==> src/rtl/demux16_seq_if.sv <==
// Bundle for demux16_seq: serial bit input side, 16-lane word output side.
// The y_parity signal exists only when DEMUX16_PARITY_EN is defined.
interface demux16_seq_if;
    logic        din;
    logic        din_valid;
    logic        din_ready;
    logic        clr;
    logic [15:0] y;
    logic        y_valid;
    logic        y_ready;
    logic [3:0]  idx;
`ifdef DEMUX16_PARITY_EN
    logic        y_parity;
`endif

    modport slave (
        input  din,
        input  din_valid,
        input  clr,
        input  y_ready,
        output din_ready,
        output y,
        output y_valid,
`ifdef DEMUX16_PARITY_EN
        output y_parity,
`endif
        output idx
    );

    modport master (
        output din,
        output din_valid,
        output clr,
        output y_ready,
        input  din_ready,
        input  y,
        input  y_valid,
`ifdef DEMUX16_PARITY_EN
        input  y_parity,
`endif
        input  idx
    );
endinterface

==> src/rtl/demux16_seq.sv <==
// Serial-to-16-lane demultiplexer: fills lanes 0..15 one accepted bit at a time, then holds
// the word until handed off. Optional registered word parity via macro DEMUX16_PARITY_EN.
module demux16_seq (
    input  logic          clk,
    input  logic          rst_n,
    demux16_seq_if.slave  io
);

    typedef enum logic {
        FILL = 1'b0,
        FULL = 1'b1
    } state_e;

    state_e      state_q, state_d;
    logic [15:0] y_q, y_d;
    logic [3:0]  idx_q, idx_d;
    logic        accept;

    assign accept = io.din_valid && (state_q == FILL);

    // Next state: clr beats everything; in FULL din is never looked at, so the
    // first bit of the next word can only land after the handoff edge.
    always_comb begin
        state_d = state_q;
        y_d     = y_q;
        idx_d   = idx_q;
        if (io.clr) begin
            state_d = FILL;
            y_d     = 16'h0000;
            idx_d   = 4'd0;
        end else begin
            case (state_q)
                FILL: begin
                    if (accept) begin
                        y_d[idx_q] = io.din;
                        idx_d      = idx_q + 4'd1;
                        if (idx_q == 4'd15) begin
                            state_d = FULL;
                        end
                    end
                end
                FULL: begin
                    if (io.y_ready) begin
                        state_d = FILL;
                        y_d     = 16'h0000;
                        idx_d   = 4'd0;
                    end
                end
                default: begin
                    state_d = FILL;
                end
            endcase
        end
    end

    always_ff @(posedge clk or negedge rst_n) begin
        if (!rst_n) begin
            state_q <= FILL;
            y_q     <= 16'h0000;
            idx_q   <= 4'd0;
        end else begin
            state_q <= state_d;
            y_q     <= y_d;
            idx_q   <= idx_d;
        end
    end

`ifdef DEMUX16_PARITY_EN
    logic parity_q;

    // Tracks the parity of the next y, so it is zero whenever y is cleared.
    always_ff @(posedge clk or negedge rst_n) begin
        if (!rst_n) begin
            parity_q <= 1'b0;
        end else begin
            parity_q <= ^y_d;
        end
    end

    assign io.y_parity = parity_q;
`endif

    assign io.y         = y_q;
    assign io.idx       = idx_q;
    assign io.y_valid   = (state_q == FULL);
    assign io.din_ready = (state_q == FILL);

endmodule

==> src/flat_wrapper.sv <==
// flat-port wrapper written by rule: the top's interface ports become plain ports
module demux16_seq_flat 
  (clk, rst_n, io_din, io_din_valid, io_clr, io_y_ready, io_din_ready, io_y, io_y_valid, io_idx);
  demux16_seq_if io_i ();
  input  logic clk;
  input  logic rst_n;
  input wire logic [$bits(io_i.din)-1:0] io_din;
  input wire logic [$bits(io_i.din_valid)-1:0] io_din_valid;
  input wire logic [$bits(io_i.clr)-1:0] io_clr;
  input wire logic [$bits(io_i.y_ready)-1:0] io_y_ready;
  output wire logic [$bits(io_i.din_ready)-1:0] io_din_ready;
  output wire logic [$bits(io_i.y)-1:0] io_y;
  output wire logic [$bits(io_i.y_valid)-1:0] io_y_valid;
  output wire logic [$bits(io_i.idx)-1:0] io_idx;
  assign io_i.din = io_din;
  assign io_i.din_valid = io_din_valid;
  assign io_i.clr = io_clr;
  assign io_i.y_ready = io_y_ready;
  assign io_din_ready = io_i.din_ready;
  assign io_y = io_i.y;
  assign io_y_valid = io_i.y_valid;
  assign io_idx = io_i.idx;
  demux16_seq u_core (.clk(clk), .rst_n(rst_n), .io(io_i));
endmodule
==> config.mk <==
export PLATFORM = sky130hd
export DESIGN_NAME = demux16_seq_flat
export DESIGN_NICKNAME = d
export VERILOG_FILES = /design/src/rtl/demux16_seq_if.sv /design/src/rtl/demux16_seq.sv /design/src/flat_wrapper.sv
export SDC_FILE = /design/constraint.sdc
export NUM_CORES = 1
export LEC_CHECK = 0
export ABC_CLOCK_PERIOD_IN_PS = 1400
export CAP_MARGIN = 20
export CORE_MARGIN = 4
export CORE_UTILIZATION = 43
export DETAILED_ROUTE_END_ITERATION = 16
export PLACE_DENSITY_LB_ADDON = 0.25
export SYNTH_ARGS = -nofsm -noshare
export SYNTH_HDL_FRONTEND = slang
export SYNTH_SLANG_ARGS = --single-unit
==> constraint.sdc <==
create_clock -name clk -period 1.4 [get_ports clk]
set_input_delay 0.28 -clock clk [delete_from_list [all_inputs] [get_ports clk]]
set_output_delay 0.28 -clock clk [all_outputs]
set_load 0.005 [all_outputs]
# After elaboration in Yosys (flattened, before gate mapping)
# Index checks and enable logic that the tools add are counted.
[totals]
reg_bits = 21
inputBits = 6
output_inout_bits = 22
wordCells = 29
[op_classes]
add_sub_neg = 1
order_cmp = 2
n_eq_ne = 3
mux = 16
n_bitwise = 1
reduce_logical = 3
[op_table]
columns = ["op", "count"]
rows = [
  ["2-to-1 mux 16 bit", 3],
  ["one-hot mux 16 bit (2 select lines)", 1],
  ["bitwise mux 16 bit", 1],
  ["2-to-1 mux 4 bit", 3],
  ["one-hot mux 4 bit (2 select lines)", 1],
  ["< comparator 4 x 5 -> 1 bit (second input constant)", 1],
  ["2-to-1 mux 1 bit", 5],
  ["adder 4 x 1 -> 4 bit (second input constant)", 1],
  ["demux 1 bit (select 4 bit)", 1],
  ["equality test 4 bit (second input constant)", 1],
  [">= comparator 4 x 1 -> 1 bit (second input constant)", 1],
  ["inequality test 3 x 2 -> 1 bit (second input constant)", 1],
  ["inequality test 3 bit (second input constant)", 1],
  ["logical AND 1 bit", 2],
  ["one-hot mux 1 bit (2 select lines)", 1],
  ["AND reduction 2 bit", 1],
  ["inverter 1 bit", 1],
]

# Depth between registers and ports, before layout
[depth]
depth_word = 8
ltp_mapped = 5
mapped_depth_nobuf = 5

# Worst setup path after synthesis
# No wires, ideal clock.
[synth_timing]
kind = "register to register"
start = "reg u_core.idx_q[0], in the netlist u_core.io.idx[0]"
end = "reg u_core.idx_q[1], in the netlist u_core.io.idx[1]"
setup_ns = 0.121
arrival_ns = 1.255
t_required_ns = 1.279
slack_ns = 0.025
stages_incl_launch_ff = 6
path_buffers = 0
period_less_slack_ns = 1.375
cell_sequence = "dfrtp_1 > inv_1 > ha_1 > mux2_1 > a22oi_1 > nor2_1"
[synth_via]
elab_chain_len = 4
[synth_rtl]
columns = ["element", "line_no", "source"]
rows = [
  ["from (decl)", "demux16_seq.sv:16", "logic [3:0] idx_q, idx_d;"],
  ["from (signal assigned)", "demux16_seq.sv:64", "idx_q <= idx_d;"],
  ["adder 4 x 1 -> 4 bit", "demux16_seq.sv:36", "idx_d = idx_q + 4'd1;"],
  ["2-to-1 mux 4 bit", "demux16_seq.sv:34", "if (accept) begin"],
  ["one-hot mux 4 bit (2 select lines)", "demux16_seq.sv:32", "case (state_q)"],
  ["2-to-1 mux 4 bit", "demux16_seq.sv:27", "if (io.clr) begin"],
]
# No other way between the ends. The select of a mux whose other input is x is not followed.
# A chain may end at the register's enable or synchronous reset.

# Worst setup path after layout
[layout_timing]
start = "reg u_core.idx_q[1], in the netlist u_core.io.idx[1]"
end = "reg u_core.idx_q[1], in the netlist u_core.io.idx[1]"
# The elaborated chain is that of the path after synthesis.

==> summary.txt <==
Area delta synth->final = 51.3%
Starting Density = 45.2%
Global placer's final weighted congestion = 0.810
Switch share = 27.2%
HP Class = input pin to async pin
MaxCap Viol Count = 0
# rows = 18
NetSw = 0.000321 W
Layout Skew = 0.00479 ns
Global Route Usage Sum = 17.6%
Num Clock Sinks = 21
Clock root buffer = clkbuf_4
Part of the Yosys area used for sequential elements = 46.5%
# H-tree levels = 1
Fmax achieved = 0.723 GHz
DRT antenna net count = 0
Post-CTS Hold Buffers = 0
WP data required = 1.60 ns
Synth Cell Area = 0.00113 sq mm
Combinational power share = 21.5%
Drt drc = 0
Final hold violation count = 0
Reg power frac = 53.0%
DP HPWL = 1.93 mm
Slew @ Worst Pin = 0.359 ns
I/O pin count = 28
TritonCTS Buffers = 3
Share of cells above drive strength 1 = 30.9%
Initial antenna violation count = 0
Top_reg_cell synth = dfrtp_1
Rel. slew slack = 75.4%
Yosys cell types = 28
Final Util = 68.5%
Area of the die = 0.00351 sq mm
Crit path DAT = 1.59 ns
Grt total ovfl = 0
Final Hold Slack = 0.305 ns
Status = complete, no violations
Top post-synthesis cells by area = dfrtp_1 (46%), mux2i_1 (12%), nand2_1 (5.3%), nand3_1 (4.9%), ha_1 (4.4%)
Antenna cells = 0
Post-layout min period = 1.38 ns
Setup CP Type = flop to flop
Number of fill cells = 210
Routed WL = 2.84 mm
Count leader, synth = dfrtp_1
Pre-Repair DR Iteration Count = 5
Vias per cell = 5.21
Pre-CTS WS = -0.183 ns
Reg2Reg Depth = 6
Clock network power share = 25.5%
Core Area = 0.00250 sq mm
Slew Viols, Final = 0
Top cells by count, synth = dfrtp_1 (21), nand2_1 (16), mux2i_1 (14)
Pint = 0.000858 W
Syn Nets = 120
Number of synthesized flops with an enable pin = 0
CP max FO = 3
First-pass GRT wire length = 4.68 mm
Unrepaired setup endpoints after global routing = true
Final cell count without fillers = 195
IR drop worst, VDD = 0.526 mV
Syn Inst Count = 110
Max Root-Sink Buffers = 2
Leakage = 0.943 nW
PortBufs = 27
Final setup violation count = 0
Final setup margin = 0.0161 ns
Flip-flop and latch count after synthesis = 21
Die W = 59.3 um
Largest net degree at the start of global routing = 22
1st-iter DRT viols = 38
Placed insts = 177
Total power divided by cell area = 689 mW/mm^2
Final Net Count = 176
Worst Setup End Kind = flop
CTS tree = yes
Ys async rst share = 100%
Area leader, netlist = dfrtp_1
Yosys top cell area share = 46.5%
Ys Warns = 0
Period utilisation layout = 98.9%
Clock Pin Slew Worst Setup and Hold Paths = 0.13 ns
Syn Area/Cell = 10.3 sq um
Vias in the first global route = 988
Clk Latency, worst-skew pair = 0.30 ns
Worst setup SP type = flop
Vert. Die Dim = 59.3 um
Power consumption = 0.00118 W
Via count = 1015
Wire per inst = 14.6 um
-- cell usage in the layout (no fill, tap or decap), types with 2 or more instances in the layout --
cell type	Yosys	layout
dfrtp_1	21	21
buf_4	1	25
mux2i_1	14	14
ha_1	4	2
dlygate4sd2_1	0	19
clkdlybuf4s50_1	0	5
nand4_1	4	4
xor2_1	2	2
nand3_1	11	11
nor2_1	4	4
nor2b_1	3	2
buf_12	0	2
clkbuf_4	0	3
buf_6	2	4
nand2b_1	3	2
inv_4	0	3
nand2_1	16	16
a21oi_1	3	2
-- registers in the layout (all words and copies together), names as in the netlist --
signal	count
u_core.io.y_valid	1
u_core.io.idx	4
u_core.io.y	16
-- path summary, 6_finish.rpt --
kind	from	endpoint	slack, ns
min in group clk	u_core.io.y[13]	u_core.io.y[13]	0.53
worst min-delay path	rst_n	u_core.io.y[13]	0.30
max in group asynchronous	rst_n	u_core.io.y_valid	0.88
worst max-delay path	u_core.io.idx[1]	u_core.io.idx[1]	0.02
worst min register to register	u_core.io.y[13]	u_core.io.y[13]	0.53
worst max register to register	u_core.io.idx[1]	u_core.io.idx[1]	0.02
-- power by group through the flow --
stage	Clock [W]	Combinational [W]	Sequential [W]
detailed placement	0	0.000203	0.000639
floorplan	0	0.0000792	0.000642
CTS	0.000307	0.000224	0.000624
global placement	0	0.000198	0.000638
global route	0.000345	0.000274	0.000627
finish	0.000300	0.000253	0.000625
-- repair_timing --
item                                    CTS  global route
setup buffers                            11             4
endpoints found under the setup margin   23            20
pin swaps                                 0             3
cloned                                    0             0
resized for setup                        31            17
-- cell families (layout without fill, tap and decap cells) --
kind of cell | Yosys count | count (layout) | synth area share [%]
xor+xnor | 2 | 2 | 1.55
compound gates | 12 | 12 | 8.41
buf+inv | 11 | 66 | 5.75
mux | 15 | 15 | 13.4
simple gates | 45 | 45 | 20.0
fa+ha+maj | 4 | 4 | 4.42
flops | 21 | 21 | 46.5
-- layout make-up --
cell class              instances  area, sq um  area share (%)
multi-input cells              78          589            34.4
clock inverters                 1         5.00           0.292
repair buffers                 58          509            29.8
inverters                       4         22.5            1.32
clock buffers                   3         22.5            1.32
well taps                      30         37.5            2.19
flip-flops and latches         21          526            30.7
-- stage by stage --
stage	area, sq um	TNS [ns]
after global routing	1710	-0.0976
final	1710	0
after detailed placement	1540	-1.51
after CTS	1650	-0.0152
after floorplan	1130	0
after global placement	1540	-1.11
-- routing by layer --
metal	track usage [%]	share of wire, %	vias to the layer above
li1	-	-	498
met1	23.6	44	487
met2	28.2	50	28
met3	2.83	4.9	2
met4	7.12	0.56	0
met5	0	0	-
-- worst max-delay path, stage by stage, from the launching register on --
cell     delay, ns
dfrtp_1       0.42
buf_4         0.16
inv_4         0.06
ha_4          0.18
mux2_4        0.26
a22oi_2       0.15
nor2_1        0.07
(Power assumes the default switching activity.)
